--- src/rtl/uart_tx_arbiter_if.sv ---
// Signal bundle between two byte-stream requesters, the arbiter and the UART transmitter pins.
// The master side is the environment (requesters plus UART); the slave side is the arbiter.
interface uart_tx_arbiter_if;
    logic       req0_valid;
    logic [7:0] req0_data;
    logic       req0_last;
    logic       req0_ready;
    logic       req1_valid;
    logic [7:0] req1_data;
    logic       req1_last;
    logic       req1_ready;
    logic [7:0] uart_din;
    logic       uart_wr_en;
    logic       uart_wr_rdy;
    logic [1:0] grant;
    logic       busy;

    modport master (
        output req0_valid, req0_data, req0_last,
        output req1_valid, req1_data, req1_last,
        output uart_wr_rdy,
        input  req0_ready, req1_ready,
        input  uart_din, uart_wr_en, grant, busy
    );

    modport slave (
        input  req0_valid, req0_data, req0_last,
        input  req1_valid, req1_data, req1_last,
        input  uart_wr_rdy,
        output req0_ready, req1_ready,
        output uart_din, uart_wr_en, grant, busy
    );
endinterface

--- src/rtl/uart_tx_arbiter.sv ---
// Round-robin, packet-locked arbiter sharing one UART transmitter between two byte streams.
// A grant is held until a byte marked last goes out or MAX_BURST bytes have been sent.
module uart_tx_arbiter #(
    parameter int MAX_BURST    = 16,
    parameter int BUSY_TIMEOUT = 4
) (
    input logic              clk,
    input logic              rst,
    uart_tx_arbiter_if.slave bus
);
    localparam int CNT_W = $clog2(MAX_BURST + 1);
    localparam int TO_W  = $clog2(BUSY_TIMEOUT + 1);
    localparam logic [CNT_W-1:0] MAX_CNT = CNT_W'(MAX_BURST);
    // Exit on the edge where the counter would reach BUSY_TIMEOUT: BUSY_TIMEOUT cycles in WAIT_BUSY.
    localparam logic [TO_W-1:0]  TO_LAST = TO_W'(BUSY_TIMEOUT - 1);

    typedef enum logic [1:0] {IDLE, ARM, WAIT_BUSY, WAIT_DONE} state_t;

    state_t           state_reg, state_next;
    logic [1:0]       grant_reg, grant_next;
    logic             rr_ptr_reg, rr_ptr_next;
    logic [CNT_W-1:0] count_reg, count_next;
    logic [TO_W-1:0]  to_cnt_reg, to_cnt_next;
    logic             last_reg, last_next;
    logic [7:0]       din_reg, din_next;
    logic             wr_en_reg, wr_en_next;
    logic             busy_reg, busy_next;

    logic [1:0] valid;
    logic [1:0] ready;
    logic [1:0] last_in;
    logic [7:0] data_in [2];
    logic       transfer;
    logic       sel;

    assign valid      = {bus.req1_valid, bus.req0_valid};
    assign last_in    = {bus.req1_last, bus.req0_last};
    assign data_in[0] = bus.req0_data;
    assign data_in[1] = bus.req1_data;

    for (genvar gi = 0; gi < 2; gi++) begin : g_ready
        assign ready[gi] = grant_reg[gi] & (state_reg == ARM) & bus.uart_wr_rdy;
    end

    assign transfer = |(valid & ready);
    assign sel      = grant_reg[1];

    assign bus.req0_ready = ready[0];
    assign bus.req1_ready = ready[1];
    assign bus.uart_din   = din_reg;
    assign bus.uart_wr_en = wr_en_reg;
    assign bus.grant      = grant_reg;
    assign bus.busy       = busy_reg;

    always_ff @(posedge clk or posedge rst) begin
        if (rst) begin
            state_reg  <= IDLE;
            grant_reg  <= 2'b00;
            rr_ptr_reg <= 1'b0;
            count_reg  <= '0;
            to_cnt_reg <= '0;
            last_reg   <= 1'b0;
            din_reg    <= 8'h00;
            wr_en_reg  <= 1'b0;
            busy_reg   <= 1'b0;
        end else begin
            state_reg  <= state_next;
            grant_reg  <= grant_next;
            rr_ptr_reg <= rr_ptr_next;
            count_reg  <= count_next;
            to_cnt_reg <= to_cnt_next;
            last_reg   <= last_next;
            din_reg    <= din_next;
            wr_en_reg  <= wr_en_next;
            busy_reg   <= busy_next;
        end
    end

    always_comb begin
        state_next  = state_reg;
        grant_next  = grant_reg;
        rr_ptr_next = rr_ptr_reg;
        count_next  = count_reg;
        to_cnt_next = to_cnt_reg;
        last_next   = last_reg;
        din_next    = din_reg;
        wr_en_next  = 1'b0;

        unique case (state_reg)
            IDLE: begin
                if (|valid) begin
                    if (valid[rr_ptr_reg]) begin
                        grant_next = rr_ptr_reg ? 2'b10 : 2'b01;
                    end else begin
                        grant_next = rr_ptr_reg ? 2'b01 : 2'b10;
                    end
                    state_next = ARM;
                end
            end
            ARM: begin
                // Only the owner can transfer; the other requester waits out the packet.
                if (transfer) begin
                    din_next   = data_in[sel];
                    last_next  = last_in[sel];
                    wr_en_next = 1'b1;
                    count_next = count_reg + CNT_W'(1);
                    state_next = WAIT_BUSY;
                end
            end
            WAIT_BUSY: begin
                if (!bus.uart_wr_rdy || (to_cnt_reg == TO_LAST)) begin
                    to_cnt_next = '0;
                    state_next  = WAIT_DONE;
                end else begin
                    to_cnt_next = to_cnt_reg + TO_W'(1);
                end
            end
            WAIT_DONE: begin
                if (bus.uart_wr_rdy) begin
                    if (last_reg || (count_reg == MAX_CNT)) begin
                        // Pointer moves to the requester that did not own this grant.
                        rr_ptr_next = grant_reg[0];
                        grant_next  = 2'b00;
                        count_next  = '0;
                        state_next  = IDLE;
                    end else begin
                        state_next = ARM;
                    end
                end
            end
            default: state_next = IDLE;
        endcase

        busy_next = (state_next != IDLE);
    end
endmodule

--- src/flat_wrapper.sv ---
// flat-port wrapper written by rule: the top's interface ports become plain ports
module uart_tx_arbiter_flat 
#(
    parameter int MAX_BURST    = 16,
    parameter int BUSY_TIMEOUT = 4
)
  (clk, rst, bus_req0_valid, bus_req0_data, bus_req0_last, bus_req1_valid, bus_req1_data, bus_req1_last, bus_uart_wr_rdy, bus_req0_ready, bus_req1_ready, bus_uart_din, bus_uart_wr_en, bus_grant, bus_busy);
  uart_tx_arbiter_if bus_i ();
  input logic clk;
  input logic rst;
  input wire logic [$bits(bus_i.req0_valid)-1:0] bus_req0_valid;
  input wire logic [$bits(bus_i.req0_data)-1:0] bus_req0_data;
  input wire logic [$bits(bus_i.req0_last)-1:0] bus_req0_last;
  input wire logic [$bits(bus_i.req1_valid)-1:0] bus_req1_valid;
  input wire logic [$bits(bus_i.req1_data)-1:0] bus_req1_data;
  input wire logic [$bits(bus_i.req1_last)-1:0] bus_req1_last;
  input wire logic [$bits(bus_i.uart_wr_rdy)-1:0] bus_uart_wr_rdy;
  output wire logic [$bits(bus_i.req0_ready)-1:0] bus_req0_ready;
  output wire logic [$bits(bus_i.req1_ready)-1:0] bus_req1_ready;
  output wire logic [$bits(bus_i.uart_din)-1:0] bus_uart_din;
  output wire logic [$bits(bus_i.uart_wr_en)-1:0] bus_uart_wr_en;
  output wire logic [$bits(bus_i.grant)-1:0] bus_grant;
  output wire logic [$bits(bus_i.busy)-1:0] bus_busy;
  assign bus_i.req0_valid = bus_req0_valid;
  assign bus_i.req0_data = bus_req0_data;
  assign bus_i.req0_last = bus_req0_last;
  assign bus_i.req1_valid = bus_req1_valid;
  assign bus_i.req1_data = bus_req1_data;
  assign bus_i.req1_last = bus_req1_last;
  assign bus_i.uart_wr_rdy = bus_uart_wr_rdy;
  assign bus_req0_ready = bus_i.req0_ready;
  assign bus_req1_ready = bus_i.req1_ready;
  assign bus_uart_din = bus_i.uart_din;
  assign bus_uart_wr_en = bus_i.uart_wr_en;
  assign bus_grant = bus_i.grant;
  assign bus_busy = bus_i.busy;
  uart_tx_arbiter #(.MAX_BURST(MAX_BURST), .BUSY_TIMEOUT(BUSY_TIMEOUT)) u_core (.clk(clk), .rst(rst), .bus(bus_i));
endmodule
--- config.mk ---
export PLATFORM = sky130hd
export DESIGN_NAME = uart_tx_arbiter_flat
export DESIGN_NICKNAME = d
export VERILOG_FILES = /design/src/rtl/uart_tx_arbiter_if.sv /design/src/rtl/uart_tx_arbiter.sv /design/src/flat_wrapper.sv
export SDC_FILE = /design/constraint.sdc
export NUM_CORES = 1
export LEC_CHECK = 0
export CORE_MARGIN = 10
export CORE_UTILIZATION = 46
export CTS_CLUSTER_DIAMETER = 80
export DETAILED_ROUTE_END_ITERATION = 6
export PLACE_DENSITY = 0.81
export SLEW_MARGIN = 40
export SYNTH_ARGS = -nofsm -noshare
export SYNTH_HDL_FRONTEND = slang
export SYNTH_SLANG_ARGS = --single-unit
export TNS_END_PERCENT = 100
--- constraint.sdc ---
create_clock -name clk -period 1.8 [get_ports clk]
set_input_delay 0.27 -clock clk [delete_from_list [all_inputs] [get_ports clk]]
set_output_delay 0.27 -clock clk [all_outputs]
set_load 0.01 [all_outputs]
# After elaboration in Yosys (flattened, before gate mapping)

Index checks and enable logic that the tools add are counted.
W data, S select, Z words.

Logic and storage cells: 69
Register bits: 24
Input port bits: 23

Magnitude comparators: 3
Reduce and logical (&&, ||, !) cells: 13
Equality and inequality tests: 9
Muxes and demuxes: 27
Add/subtract/negate cells: 2
Bitwise logic cells: 6

Operators with widths:

| cell                  | number |
|---|---|
| $mux W8               | 3 |
| $mux W2               | 10 |
| $mux W5               | 3 |
| $pmux W5 S2           | 1 |
| $pmux W2 S4           | 1 |
| $reduce_and A4 Y1     | 2 |
| $mux W1               | 7 |
| $ne A2 B1 Y1 const B  | 3 |
| $reduce_bool A2 Y1    | 3 |
| $add A5 B1 Y5 const B | 1 |
| $eq A5 B5 Y1 const B  | 1 |
| $and A1 B1 Y1         | 4 |
| $eq A2 B2 Y1 const B  | 2 |
| $lt A1 B2 Y1 const B  | 2 |
| $pmux W2 S2           | 1 |
| $reduce_or A2 Y1      | 2 |
| $add A3 B1 Y3 const B | 1 |
| $eq A3 B2 Y1 const B  | 1 |
| $mux W3               | 1 |
| $reduce_and A3 Y1     | 1 |
| $and A2 B2 Y2         | 1 |
| $eq A2 B1 Y1 const B  | 1 |
| $ge A2 B2 Y1 const B  | 1 |
| $logic_not A2 Y1      | 1 |
| 5 further kinds       | 6 |

# Longest topological paths before layout

Depth in word-level cells: 8
Mapped depth: 6

# Worst setup path before layout

OpenSTA, ideal clock, no wires.

Kind: flip-flop to flip-flop
From: register u_core.count_reg[0]
To: register u_core.rr_ptr_reg
Cell stages (with the launch flop): 7
Data arrival time: 1.497 ns
Buffers on the path: 1
Clock period less this slack: 1.622 ns
Setup slack: 0.178 ns
Path through: dfrtp_1 inv_1 ha_1 nor4bb_1 o2111a_1 buf_2 mux2_2

Longest elaborated chain between the ends: 3

RTL lines:

| item                        | line                   | text |
|---|---|---|
| start, declared             | uart_tx_arbiter.sv:22  | `logic [CNT_W-1:0] count_reg, count_next;` |
| start signal, assigned      | uart_tx_arbiter.sv:70  | `count_reg <= count_next;` |
| $eq A5 B5 Y1                | uart_tx_arbiter.sv:120 | `if (last_reg \|\| (count_reg == MAX_CNT)) begin` |
| $logic_or A1 B1 Y1          | uart_tx_arbiter.sv:120 |  |
| $reduce_and A3 Y1 (no line) | --                     |  |
| end signal, assigned        | uart_tx_arbiter.sv:69  | `rr_ptr_reg <= rr_ptr_next;` |
| end, declared               | uart_tx_arbiter.sv:21  | `logic rr_ptr_reg, rr_ptr_next;` |

No other way between the ends.
A chain may end at the register's enable or synchronous reset.

# Worst setup path in the final report

From: register u_core.grant_reg[1] (netlist: u_core.bus.grant[1])
To: output bus_grant[1]

RTL lines:

| item                   | line                  | text |
|---|---|---|
| start, declared        | uart_tx_arbiter.sv:20 | `logic [1:0] grant_reg, grant_next;` |
| start signal, assigned | uart_tx_arbiter.sv:68 | `grant_reg <= grant_next;` |
| end, declared          | flat_wrapper.sv:22    | `output wire logic [$bits(bus_i.grant)-1:0] bus_grant;` |

No word-level cell between the ends.

==> impl_metrics.xml <==
<?xml version="1.0" encoding="UTF-8"?>
<metrics>
  <group name="pwr">
    <metric name="leakagePower" unit="nW">0.740</metric>
    <metric name="switchingPower" unit="µW">736</metric>
    <metric name="ir_drop" unit="V">0.000767</metric>
    <metric name="power.internal" unit="mW">1.46</metric>
    <metric name="combinationalPowerShare" unit="%">47.4</metric>
    <metric name="power_density" unit="nW/µm²">1280</metric>
    <metric name="power_switching_share" unit="%">33.6</metric>
    <metric name="power.share.clock" unit="%">10.0</metric>
    <metric name="seq_power_share" unit="%">42.6</metric>
  </group>
  <group name="clocking">
    <metric name="numCtsBuffers" unit="">3</metric>
    <metric name="clk_pin_slew" unit="ns">0.12</metric>
    <metric name="cts_buffer_depth" unit="">2</metric>
    <metric name="h-tree-depth" unit="">1</metric>
    <metric name="cts_num_sinks" unit="">24</metric>
    <metric name="ctsHoldBuffers" unit="">0</metric>
    <metric name="worst_skew_pair.late_latency" unit="ns">0.29</metric>
    <metric name="post_cts_resized" unit="">3</metric>
    <metric name="post-cts-setup-buffers" unit="">0</metric>
    <metric name="tritoncts_clock_tree" unit="">done</metric>
    <metric name="cts_root_cell" unit="">clkbuf_4</metric>
  </group>
  <group name="yosys">
    <metric name="syn_inst" unit="">108</metric>
    <metric name="post_synth_main_area_contributors" unit="">dfrtp_1 (48%), mux2_2 (17%), ha_1 (4.0%)</metric>
    <metric name="ys_ff_latch" unit="">24</metric>
    <metric name="yosys.area.top_type" unit="">dfrtp_1</metric>
    <metric name="post_synth_instance_area" unit="µm²">1240</metric>
    <metric name="ys_async_sr_fraction" unit="%">100</metric>
    <metric name="yosysSeqAreaShare" unit="%">48.4</metric>
    <metric name="netlist.area_leader.share" unit="%">48.4</metric>
    <metric name="netlist-cell-type-count" unit="">29</metric>
    <metric name="synth_nets" unit="">135</metric>
    <metric name="synth-edff-count" unit="">0</metric>
    <metric name="ys_dominant_reg_cell" unit="">dfrtp_1</metric>
    <metric name="synth_top_cells_by_count" unit="">dfrtp_1 (24), mux2_2 (19), inv_1 (9), o21ai_0 (7)</metric>
    <metric name="yosysMostFrequentCell" unit="">dfrtp_1</metric>
    <metric name="syn_area_per_cell" unit="µm²">11.5</metric>
    <metric name="ys_warn_count" unit="">0</metric>
  </group>
  <group name="place">
    <metric name="place.detailed.instances" unit="">179</metric>
    <metric name="io_buffers" unit="">36</metric>
    <metric name="finalWeightedCongestion" unit="">0.733</metric>
    <metric name="post-dp-hpwl" unit="µm">2290</metric>
  </group>
  <group name="final_layout">
    <metric name="multi_input_gate_area_in_the_final_layout" unit="µm²">563</metric>
    <metric name="num_antenna_cells" unit="">0</metric>
    <metric name="final_nets" unit="">181</metric>
    <metric name="layout-area-overhead-vs-synth" unit="%">37.9</metric>
    <metric name="nFillCells" unit="">205</metric>
    <metric name="final_layout_size_suffix_gt1_share" unit="%">24.3</metric>
    <metric name="largest_register_ff_count" unit="">8</metric>
    <metric name="layoutNonFillerInstCount" unit="">182</metric>
    <metric name="sequential_cell_area" unit="µm²">602</metric>
  </group>
  <group name="global_route">
    <metric name="grt.total_usage" unit="%">11.1</metric>
    <metric name="grt_overflow_total" unit="">0</metric>
    <metric name="grt_first_pass_wirelength" unit="µm">4810</metric>
    <metric name="antenna_violations_before_repair" unit="">0</metric>
    <metric name="maximum_number_of_pins_on_one_net_before_global_route_repair" unit="">25</metric>
    <metric name="first_global_vias" unit="">1005</metric>
  </group>
  <group name="detailed_routing">
    <metric name="dr.pass1.iters" unit="">4</metric>
    <metric name="first_iter_violations" unit="">64</metric>
    <metric name="wl_per_cell" unit="µm">15.8</metric>
    <metric name="antenna_left" unit="">0</metric>
    <metric name="route.detailed.vias_per_inst" unit="">5.36</metric>
    <metric name="vias" unit="">976</metric>
    <metric name="route.detailed.drc" unit="">0</metric>
    <metric name="postRouteWirelength" unit="µm">2880</metric>
  </group>
  <group name="timing">
    <metric name="worst_pin_slew" unit="ns">0.301</metric>
    <metric name="hold_viol" unit="">0</metric>
    <metric name="layout_worst_path_cycle_share" unit="%">93.0</metric>
    <metric name="setup_viol" unit="">0</metric>
    <metric name="fin_skew" unit="ns">0.00159</metric>
    <metric name="unrepaired_setup_endpoints_after_global_routing" unit="">false</metric>
    <metric name="finalCriticalPeriod" unit="ns">1.67</metric>
    <metric name="maxSlewHeadroom" unit="%">79.9</metric>
    <metric name="tns" unit="ns">0</metric>
    <metric name="drv_slew" unit="">0</metric>
    <metric name="max_clock_freq" unit="MHz">598</metric>
  </group>
  <group name="status">
    <metric name="status" unit="">finished, final reports clean</metric>
  </group>
  <group name="critical_path">
    <metric name="timing_worst_setup_path_type" unit="">reg2out</metric>
    <metric name="setup.worst_path.end_class" unit="">output pin</metric>
    <metric name="critical-path-top-delay-family" unit="">buffers and inverters</metric>
    <metric name="path_cells" unit="">clkdlybuf4s50_1</metric>
    <metric name="crit_fanout" unit="">7</metric>
    <metric name="cpPeakStageDelay" unit="ns">0.60</metric>
    <metric name="worst_setup_path_start_kind" unit="">flip-flop</metric>
    <metric name="timing.critical_path.required" unit="ns">1.53</metric>
    <metric name="cp_slowest_cell" unit="">clkdlybuf4s50_1</metric>
    <metric name="buffer_and_inverter_count_on_the_worst_path" unit="">1</metric>
    <metric name="arrival" unit="ns">1.40</metric>
  </group>
  <group name="floorplan">
    <metric name="fp.coreArea" unit="µm²">2520</metric>
    <metric name="total_number_of_placement_rows" unit="">18</metric>
    <metric name="die-area" unit="µm²">5180</metric>
    <metric name="num_io_pins" unit="">37</metric>
    <metric name="chipHeight" unit="µm">71.9</metric>
    <metric name="die-width" unit="µm">71.9</metric>
    <metric name="initial_utilization" unit="%">49.2</metric>
  </group>
  <group name="run">
    <metric name="max_cap_violations" unit="">0</metric>
  </group>
  <group name="hold_path">
    <metric name="type_of_the_tightest_min_delay_check" unit="">in2async</metric>
  </group>
</metrics>
cell families (layout without fill, tap and decap cells):
logic type	Yosys count	in the layout	share of synthesized area, %
and+or+nand+nor	22	22	10.9
buffers and inverters	15	59	6.25
muxes	19	19	17.2
adders and majority gates	4	4	4.03
DFF	24	24	48.4
AOI/OAI and AO/OA	24	24	13.2
per-stage QoR:
step	utilization, %	setup slack (ns)	hold WS [ns]	instance area (µm²)	total power [mW]
2_1_floorplan	-	0.178	0.285	1240	1.49
3_3_place_gp	67.0	-0.0306	0.461	1690	1.95
3_5_place_dp	67.0	-0.0380	0.495	1690	2.00
4_1_cts	67.9	0.0951	0.300	1710	2.23
5_1_grt	67.9	0.0319	0.316	1710	2.38
6_report	67.9	0.126	0.304	1710	2.19
final timing paths:
path,end,startpoint,cells after the start,slack [ns]
max in group asynchronous,u_core.state_reg[0],rst,3,1.25
max reg2reg,u_core.rr_ptr_reg,u_core.count_reg[0],5,0.18
max,bus_grant[1],u_core.bus.grant[1],1,0.13
min,u_core.bus.uart_wr_en,rst,3,0.30
min reg2reg,u_core.to_cnt_reg[2],u_core.to_cnt_reg[2],2,0.52
min in group clk,u_core.to_cnt_reg[2],u_core.to_cnt_reg[2],2,0.52
routing by layer:
layer  up-vias  global-route usage (%)  share of wire (%)  wire length, µm
met5         -                       0                  0                0
li1        481                       -                  -                -
met2        30                    18.3                 46             1340
met4         0                    1.94                  0                0
met3         0                    4.76                9.0              260
met1       465                    13.3                 44             1280
power groups by stage:
stage          sequential [mW]  clock (mW)  combinational, mW
5_1_grt                  0.968       0.261               1.15
6_report                 0.933       0.219               1.04
3_5_place_dp             0.943           0               1.06
2_1_floorplan            0.948           0              0.543
3_3_place_gp             0.927           0               1.02
4_1_cts                  0.936       0.231               1.06
placed cells by master (no fill, tap or decap):
| cell type | synthesis | final |
|---|---|---|
| o211ai_1 | 1 | 1 |
| mux2_2 | 19 | 19 |
| o21ai_0 | 7 | 7 |
| nand3_1 | 2 | 2 |
| dfrtp_1 | 24 | 23 |
| a2111o_1 | 1 | 1 |
| buf_4 | 1 | 10 |
| ha_1 | 4 | 4 |
| nand3b_1 | 1 | 1 |
| o2111a_1 | 1 | 1 |
| a21oi_1 | 5 | 5 |
| nand2b_1 | 1 | 1 |
| dfrtp_2 | 0 | 1 |
| nand2_1 | 4 | 4 |
| or3b_2 | 1 | 1 |
| nand3b_4 | 1 | 1 |
| nor3_1 | 2 | 2 |
| dlygate4sd2_1 | 0 | 2 |
| a22oi_2 | 1 | 1 |
| or4_1 | 3 | 3 |
| inv_1 | 9 | 9 |
| a21o_1 | 1 | 1 |
| clkdlybuf4s50_1 | 0 | 34 |
| or3_1 | 1 | 1 |
| clkbuf_4 | 0 | 3 |
| o31ai_1 | 5 | 5 |
| buf_12 | 0 | 1 |
| o21bai_1 | 1 | 1 |
| nor2_1 | 5 | 5 |
| o2bb2ai_1 | 1 | 1 |
| nor4bb_1 | 1 | 1 |
area by class of cell:
type	count	area share, %
tap	30	2.19
timing repair buffer	47	26.5
clock buffer	3	1.32
multi-input combinational	69	32.9
sequential	24	35.2
inverter	9	1.97
(Power assumes the default switching activity.)
